### config.mk
export PLATFORM = sky130hd
export DESIGN_NAME = bchecc_syndrome_calc_flat
export DESIGN_NICKNAME = d
export VERILOG_FILES = /design/src/rtl/bchecc_syndrome_calc_if.sv /design/src/rtl/bchecc_syndrome_calc.sv /design/src/flat_wrapper.sv
export SDC_FILE = /design/constraint.sdc
export NUM_CORES = 1
export LEC_CHECK = 0
export ABC_AREA = 1
export CORE_ASPECT_RATIO = 0.75
export CORE_MARGIN = 4
export CORE_UTILIZATION = 59
export CTS_CLUSTER_DIAMETER = 40
export DETAILED_ROUTE_END_ITERATION = 7
export PLACE_DENSITY = 0.89
export REMOVE_ABC_BUFFERS = 1
export SETUP_SLACK_MARGIN = 0.3
export SYNTH_ARGS = -nofsm -noshare
export SYNTH_HDL_FRONTEND = slang
export SYNTH_HIERARCHICAL = 1
export SYNTH_SLANG_ARGS = --single-unit
export TNS_END_PERCENT = 10
### constraint.sdc
create_clock -name clk_i -period 3.33 [get_ports clk_i]
set_clock_uncertainty 0.2 [all_clocks]
set_input_delay 0.333 -clock clk_i [delete_from_list [all_inputs] [get_ports clk_i]]
set_output_delay 0.333 -clock clk_i [all_outputs]
set_load 0.02 [all_outputs]
### src/rtl/bchecc_syndrome_calc_if.sv
// Handshake bundle between the serial codeword source, the syndrome
// calculator and the key-equation solver that consumes the syndromes.
interface bchecc_syndrome_calc_if #(
    parameter int M = 13,
    parameter int T = 15
);
    logic           start_i;
    logic           data_i;
    logic           data_vld_i;
    logic           syn_ack_i;
    logic           busy_o;
    logic [M*T-1:0] syn_o;
    logic           syn_vld_o;
    logic           err_o;

    modport slave (
        input  start_i, data_i, data_vld_i, syn_ack_i,
        output busy_o, syn_o, syn_vld_o, err_o
    );

    modport master (
        output start_i, data_i, data_vld_i, syn_ack_i,
        input  busy_o, syn_o, syn_vld_o, err_o
    );
endinterface

### src/rtl/bchecc_syndrome_calc.sv
// BCH decoder front end: serial Horner evaluation of the odd syndromes
// S1,S3,..,S(2T-1) of a received codeword over GF(2^M).

// One syndrome accumulator: S <= S*alpha^J + din.
module bchecc_syn_lane #(
    parameter int           M         = 13,
    parameter int           J         = 1,
    parameter logic [M-1:0] PRIM_POLY = 13'h001B
) (
    input  logic         clk_i,
    input  logic         rst_i,
    input  logic         clr,
    input  logic         en,
    input  logic         din,
    output logic [M-1:0] syn,
    output logic [M-1:0] syn_nxt
);
    // Constant multiply by alpha^J, unrolled as J shift-and-reduce steps.
    function automatic logic [M-1:0] mul_alpha_j(input logic [M-1:0] x);
        logic [M-1:0] r;
        r = x;
        for (int i = 0; i < J; i++)
            r = {r[M-2:0], 1'b0} ^ (r[M-1] ? PRIM_POLY : '0);
        return r;
    endfunction

    assign syn_nxt = mul_alpha_j(syn) ^ {{(M-1){1'b0}}, din};

    // Accumulator: cleared on a new codeword, updated on each accepted bit.
    always_ff @(posedge clk_i or posedge rst_i) begin
        if (rst_i)    syn <= '0;
        else if (clr) syn <= '0;
        else if (en)  syn <= syn_nxt;
    end
endmodule

module bchecc_syndrome_calc #(
    parameter int           M         = 13,
    parameter int           T         = 15,
    parameter logic [M-1:0] PRIM_POLY = 13'h001B,
    parameter int           CW_LEN    = 4291,
    parameter int           CNT_W     = 13
) (
    input logic                   clk_i,
    input logic                   rst_i,
    bchecc_syndrome_calc_if.slave bus
);
    typedef enum logic [1:0] {IDLE, ACC, DONE} state_t;

    state_t                state;
    logic [CNT_W-1:0]      cnt;
    logic                  busy;
    logic                  syn_vld;
    logic                  err;
    logic [T-1:0][M-1:0]   syn;
    logic [T-1:0][M-1:0]   syn_nxt;
    logic                  acc_en;
    logic                  last_bit;

    // start_i outranks data in the same cycle; it clears instead.
    assign acc_en   = (state == ACC) && bus.data_vld_i && !bus.start_i;
    assign last_bit = acc_en && (cnt == CNT_W'(CW_LEN - 1));

    for (genvar j = 0; j < T; j++) begin : g_lane
        bchecc_syn_lane #(
            .M         (M),
            .J         (2*j + 1),
            .PRIM_POLY (PRIM_POLY)
        ) u_lane (
            .clk_i   (clk_i),
            .rst_i   (rst_i),
            .clr     (bus.start_i),
            .en      (acc_en),
            .din     (bus.data_i),
            .syn     (syn[j]),
            .syn_nxt (syn_nxt[j])
        );
    end

    // Control FSM with registered busy/valid/error outputs. The error flag is
    // taken from the post-update syndromes so it lines up with syn_vld_o.
    always_ff @(posedge clk_i or posedge rst_i) begin
        if (rst_i) begin
            state   <= IDLE;
            cnt     <= '0;
            busy    <= 1'b0;
            syn_vld <= 1'b0;
            err     <= 1'b0;
        end else if (bus.start_i) begin
            state   <= ACC;
            cnt     <= '0;
            busy    <= 1'b1;
            syn_vld <= 1'b0;
            err     <= 1'b0;
        end else begin
            case (state)
                ACC: begin
                    if (acc_en) cnt <= cnt + 1'b1;
                    if (last_bit) begin
                        state   <= DONE;
                        busy    <= 1'b0;
                        syn_vld <= 1'b1;
                        err     <= |syn_nxt;
                    end
                end
                DONE: begin
                    if (bus.syn_ack_i) begin
                        state   <= IDLE;
                        syn_vld <= 1'b0;
                    end
                end
                default: ;
            endcase
        end
    end

    assign bus.busy_o    = busy;
    assign bus.syn_o     = syn;
    assign bus.syn_vld_o = syn_vld;
    assign bus.err_o     = err;
endmodule
### src/flat_wrapper.sv
// flat-port wrapper written by rule: the top's interface ports become plain ports
module bchecc_syndrome_calc_flat 
#(
    parameter int           M         = 13,
    parameter int           T         = 15,
    parameter logic [M-1:0] PRIM_POLY = 13'h001B,
    parameter int           CW_LEN    = 4291,
    parameter int           CNT_W     = 13
)
  (clk_i, rst_i, bus_start_i, bus_data_i, bus_data_vld_i, bus_syn_ack_i, bus_busy_o, bus_syn_o, bus_syn_vld_o, bus_err_o);
  bchecc_syndrome_calc_if #(.M(M), .T(T)) bus_i ();
  input logic clk_i;
  input logic rst_i;
  input wire logic [$bits(bus_i.start_i)-1:0] bus_start_i;
  input wire logic [$bits(bus_i.data_i)-1:0] bus_data_i;
  input wire logic [$bits(bus_i.data_vld_i)-1:0] bus_data_vld_i;
  input wire logic [$bits(bus_i.syn_ack_i)-1:0] bus_syn_ack_i;
  output wire logic [$bits(bus_i.busy_o)-1:0] bus_busy_o;
  output wire logic [$bits(bus_i.syn_o)-1:0] bus_syn_o;
  output wire logic [$bits(bus_i.syn_vld_o)-1:0] bus_syn_vld_o;
  output wire logic [$bits(bus_i.err_o)-1:0] bus_err_o;
  assign bus_i.start_i = bus_start_i;
  assign bus_i.data_i = bus_data_i;
  assign bus_i.data_vld_i = bus_data_vld_i;
  assign bus_i.syn_ack_i = bus_syn_ack_i;
  assign bus_busy_o = bus_i.busy_o;
  assign bus_syn_o = bus_i.syn_o;
  assign bus_syn_vld_o = bus_i.syn_vld_o;
  assign bus_err_o = bus_i.err_o;
  bchecc_syndrome_calc #(.M(M), .T(T), .PRIM_POLY(PRIM_POLY), .CW_LEN(CW_LEN), .CNT_W(CNT_W)) u_core (.clk_i(clk_i), .rst_i(rst_i), .bus(bus_i));
endmodule
# Word-level counts from Yosys, hierarchy flattened
# Cells that the tools add are included.
dict set report word_totals {
  ff_bits 213
  in_bits 6
  output_inout_bits 198
  wordCells 550
}
dict set report op_classes {
  addsub 1
  eq_ne 5
  mux 272
  bitwise_logic 240
  reduce_logical 12
}
# op count
set ops {}
lappend ops {{$xor 13x5->13} 210}
lappend ops {{$mux 5} 225}
lappend ops {{$mux 13} 33}
lappend ops {{$reduce_or 195->1} 1}
lappend ops {{$xor 13x1->13} 15}
lappend ops {{$xor 13x13->13} 15}
lappend ops {{$add 13x1->13 const B} 1}
lappend ops {{$eq 13x13->1 const B} 1}
lappend ops {{$mux 1} 9}
lappend ops {{$mux 2} 3}
lappend ops {{$reduce_bool 2->1} 3}
lappend ops {{$pmux 2 s2} 1}
lappend ops {{$reduce_and 2->1} 2}
lappend ops {{$logic_and 1x1->1} 3}
lappend ops {{$ne 3x2->1 const B} 1}
lappend ops {{$ne 3x3->1 const B} 1}
lappend ops {{$reduce_and 3->1} 1}
lappend ops {{$reduce_bool 3->1} 1}
lappend ops {{$eq 2x1->1 const B} 1}
lappend ops {{$eq 2x2->1 const B} 1}
lappend ops {{$pmux 1 s2} 1}
lappend ops {{$logic_not 1->1} 1}

# Longest topological paths before layout
dict set report logic_depth {
  ltp_word 63
  depth_mapped 24
  depth_no_buf 23
}

# Modules after synthesis
# Netlist, hierarchy kept.
# module n_inst cells_each area_each_um2 seq_area_each_um2
set modules_own_cells {}
lappend modules_own_cells {{bchecc_syn_lane (u_core.g_lane[14].u_lane)} 1 357 1933.1 325.3}
lappend modules_own_cells {{bchecc_syn_lane (u_core.g_lane[13].u_lane)} 1 326 1692.9 325.3}
lappend modules_own_cells {bchecc_syndrome_calc 1 309 1682.9 425.4}
lappend modules_own_cells {{bchecc_syn_lane (u_core.g_lane[12].u_lane)} 1 291 1541.5 325.3}
lappend modules_own_cells {{bchecc_syn_lane (u_core.g_lane[11].u_lane)} 1 260 1519.0 325.3}
lappend modules_own_cells {{bchecc_syn_lane (u_core.g_lane[10].u_lane)} 1 233 1393.8 325.3}
lappend modules_own_cells {{bchecc_syn_lane (u_core.g_lane[9].u_lane)} 1 239 1315.0 325.3}
lappend modules_own_cells {{bchecc_syn_lane (u_core.g_lane[8].u_lane)} 1 222 1239.9 325.3}
lappend modules_own_cells {{bchecc_syn_lane (u_core.g_lane[7].u_lane)} 1 180 1151.1 325.3}
lappend modules_own_cells {{bchecc_syn_lane (u_core.g_lane[6].u_lane)} 1 150 1054.8 325.3}
lappend modules_own_cells {{bchecc_syn_lane (u_core.g_lane[5].u_lane)} 1 135 907.1 325.3}
lappend modules_own_cells {{bchecc_syn_lane (u_core.g_lane[4].u_lane)} 1 150 890.9 325.3}
lappend modules_own_cells {{bchecc_syn_lane (u_core.g_lane[3].u_lane)} 1 131 837.1 325.3}
lappend modules_own_cells {{bchecc_syn_lane (u_core.g_lane[2].u_lane)} 1 110 750.7 325.3}
lappend modules_own_cells {{+2 rows} -- -- -- --}

# Least setup slack after synthesis
# Ideal clock, no wire load.
dict set report synth_path {
  path_type {flip-flop to flip-flop}
  startpoint {register u_core.g_lane[13].u_lane.syn[12]}
  endpoint {register u_core.err (netlist: u_core/bus.err_o)}
  setup_time_ns 0.122
  t_arrival_ns 2.232
  t_required_ns 3.008
  setup_slack_ns 0.777
  stages_incl_launch_ff 23
  path_buffers 1
  period_less_slack_ns 2.553
  cell_sequence {dfrtp_1 -> buf_4 -> inv_4 -> nand2_2 -> nand2_2 -> nand2_1 -> nand2_2 -> nand2_1 -> nand2_1 -> nand2_1 -> nand2_1 -> nand2_1 -> nand2_1 -> nand3_1 -> and2_1 -> nor2_1 -> nand2_1 -> nor2_1 -> nand2_1 -> nor2_1 -> nand2_1 -> nor2_1 -> a21oi_1}
}
# item line
set synth_rtl {}
lappend synth_rtl {{from (decl)} bchecc_syndrome_calc.sv:15} ;# output logic [M-1:0] syn,
lappend synth_rtl {{from (signal assigned)} bchecc_syndrome_calc.sv:33} ;# else if (en) syn <= syn_nxt;
lappend synth_rtl {{to (signal assigned)} bchecc_syndrome_calc.sv:103} ;# err <= |syn_nxt;
lappend synth_rtl {{to (decl)} bchecc_syndrome_calc.sv:54} ;# logic err;

==> results.json <==
{
  "drtIter0Drc": 2445,
  "insertion_delay_ps": 520,
  "yosysUniqueCellTypes": 48,
  "holdPathStages": 4,
  "stdcell_area_mm2": 0.0231,
  "synthFlopType": "dfrtp_1",
  "area_growth_pct": 19.8,
  "cts_tree": "built",
  "synthCells": 3263,
  "crit_arrival_ps": 3000,
  "r2r_cells": 20,
  "dp_hpwl_mm": 45.5,
  "drc_errors": 4,
  "htree_levels": 2,
  "max_freq_mhz": 358,
  "failed_checks": "DRC",
  "antenna_found_initial": 0,
  "synth-seq-area-share_pct": 27.5,
  "io_pins": 204,
  "grt_pass1_wl_mm": 96.5,
  "first_pass_iters": 8,
  "status": "finished, violations left",
  "drive_above_1_share_pct": 14.6,
  "grt-ovfl-total": 0,
  "fillers": 2673,
  "final.setup.worst_slack_ps": 534,
  "hp-class": "in2reg",
  "crit_required_ps": 3540,
  "final_common_cell": "nand2_1",
  "start_util_pct": 59.6,
  "cp-start-kind": "register",
  "cts_buffer_depth": 3,
  "core-area_mm2": 0.0323,
  "ant_nets": 0,
  "cts.sinks": 212,
  "syn_avg_cell_area_um2": 5.91,
  "grt_pass1_vias": 19900,
  "report.final.slew_viol_count": 0,
  "vias": 21600,
  "dpl_cell_area_mm2": 0.0216,
  "relSlewSlack_pct": 32.4,
  "period_needed_ps": 2800,
  "wl_mm": 60.2,
  "timing.setup.tns_ps": 0,
  "die_x_um": 217,
  "finalCritPeriodShare_pct": 84.0,
  "place_congestion": 1.00,
  "worst_slew_pin_slew_ps": 1010,
  "synth-seq-cells": 212,
  "cap_violations": 0,
  "ys_warn_count": 6,
  "syn_area_mm2": 0.0193,
  "cts-root-buf": "clkbuf_16",
  "end_kind": "register",
  "hold_viol": 0,
  "fp.dieH_um": 165,
  "diodes": 0,
  "critPathMaxFanout": 6,
  "final_cell_mix": "1696 x nand2_1, 229 x inv_1, 229 x nand3_1, 201 x clkdlybuf4s50_1, 196 x dfrtp_1",
  "finalSetupViolCount": 0,
  "whs_ps": 179,
  "std_cell_rows": 57,
  "portBuffers": 203,
  "grt_start_max_net_pins": 28,
  "wl_per_cell_um": 15.2,
  "path_clk_slew_ps": 60,
  "path_class": "reg2reg",
  "async_reset_ff_share_pct": 100,
  "die-area_mm2": 0.0356,
  "synth_edf_count": 0,
  "cts_made_buffers": 37,
  "vias_per_cell": 5.47,
  "dpl_worst_slack_ps": 372,
  "grtUsageTotal_pct": 32.5,
  "rsz0062_at_grt": "no",
  "nets": 3495
}
## cells by family after synthesis
logic type	count (synthesis)	share of synthesized area [%]
fa+ha+maj	2	0.130
simple gates	2416	53.6
xor+xnor	126	6.84
flops	212	27.5
buf+inv	392	8.46
compound gates	115	3.42
## registers in the layout, indices dropped and copies added (netlist names)
signal,cells
u_core/g_lane.u_lane/syn,195
u_core/cnt,13
u_core/state,2
u_core/bus.busy_o,1
u_core/bus.err_o,1
## cell type report
type | instances | area [um^2] | share of cell area (%)
flip-flops and latches | 212 | 5330 | 23.1
repair buffers | 230 | 2250 | 9.74
clock buffers | 44 | 992 | 4.30
inverters | 347 | 1320 | 5.73
clock inverters | 20 | 208 | 0.899
well taps | 442 | 553 | 2.40
multi-input cells | 2659 | 12400 | 53.9
## what timing repair did
item | in CTS | in global routing
hold buffers | 0 | 0
endpoints found under the setup margin | 0 | 1
resized for setup | 0 | 60
buffers inserted | 0 | 12
endpoints found under the hold margin | 0 | 0
## per-layer routing
metal | track usage (%) | vias to the layer above | part of all wire, % | wire length, um
met2 | 52.0 | 1097 | 44 | 26400
met5 | 0 | - | 0 | 0
met3 | 6.29 | 199 | 9.8 | 5900
met4 | 12.2 | 0 | 3.9 | 2350
met1 | 44.2 | 9920 | 42 | 25600
li1 | - | 10400 | - | -
## critical path, cell delays in order, from the launching register on
cell	delay, ps
dfrtp_2	480
buf_4	180
nand2_1	60
nand3_1	130
nand2_2	140
nand2_1	70
nand2_2	100
nand3_1	80
nand2_1	140
nand2_2	100
nand2_2	110
nand2_1	70
and2_1	160
nor2_1	90
nand2_1	60
nor2_1	100
nand2_1	90
nor2_1	120
nand2_1	50
nor2_1	90
a21oi_1	60
## synthesized netlist by cell type (2+ instances only)
| master | number | share of area (%) |
|---|---|---|
| o21ai_1 | 27 | 0.70 |
| inv_2 | 105 | 2.0 |
| o22ai_2 | 2 | 0.13 |
| and2_1 | 62 | 2.0 |
| ha_1 | 2 | 0.13 |
| o21ai_0 | 36 | 0.93 |
| xor2_1 | 53 | 2.4 |
| nand3_2 | 10 | 0.52 |
| nand3b_1 | 5 | 0.19 |
| nand2_4 | 18 | 1.1 |
| o21ai_2 | 4 | 0.18 |
| a21oi_1 | 10 | 0.26 |
| nand3_4 | 2 | 0.18 |
| buf_4 | 27 | 1.1 |
| nand4_1 | 4 | 0.13 |
| nand2_2 | 171 | 5.6 |
| nor2_2 | 12 | 0.39 |
| nor2_4 | 6 | 0.35 |
| dfrtp_1 | 212 | 28 |
| buf_6 | 4 | 0.23 |
| xor2_2 | 14 | 1.2 |
| nor2_1 | 158 | 3.1 |
| inv_1 | 235 | 4.6 |
| inv_4 | 3 | 0.097 |
| nand2_1 | 1723 | 34 |
| xnor2_2 | 12 | 1.0 |
| clkbuf_1 | 3 | 0.058 |
| nor3_2 | 2 | 0.10 |
| nand2b_1 | 2 | 0.065 |
| nand3_1 | 230 | 6.0 |
| o21a_1 | 2 | 0.078 |
| or2_1 | 2 | 0.065 |
| xnor2_1 | 46 | 2.1 |
| o22ai_1 | 31 | 1.0 |
| clkinv_2 | 2 | 0.052 |
| clkinv_1 | 2 | 0.039 |
| buf_2 | 9 | 0.23 |
| nor3_1 | 5 | 0.13 |
## worst paths after layout
path | slack [ps] | from | endpoint
setup / recovery | 530 | u_core/g_lane[13].u_lane/syn[12] | u_core/bus.err_o
hold / removal | 180 | bus_start_i | u_core/g_lane[1].u_lane/syn[12]
setup reg to reg | 530 | u_core/g_lane[13].u_lane/syn[12] | u_core/bus.err_o
hold reg to reg | 330 | u_core/bus.busy_o | u_core/bus.busy_o
max in group asynchronous | 2250 | rst_i | u_core/g_lane[11].u_lane/syn[4]
min in group asynchronous | 240 | rst_i | u_core/g_lane[0].u_lane/syn[12]
## stage by stage
step / cells / utilization (%)
5_1_grt: 3954 / 71.5
4_1_cts: 3942 / 70.7
2_1_floorplan: 3218 / -
3_3_place_gp: 3878 / 67.0
6_report: 3954 / 71.5
3_5_place_dp: 3878 / 67.0
Power is left out: the tool's default activity adds up to more than one toggle a clock period on the data nets, which glitch-free logic cannot reach.
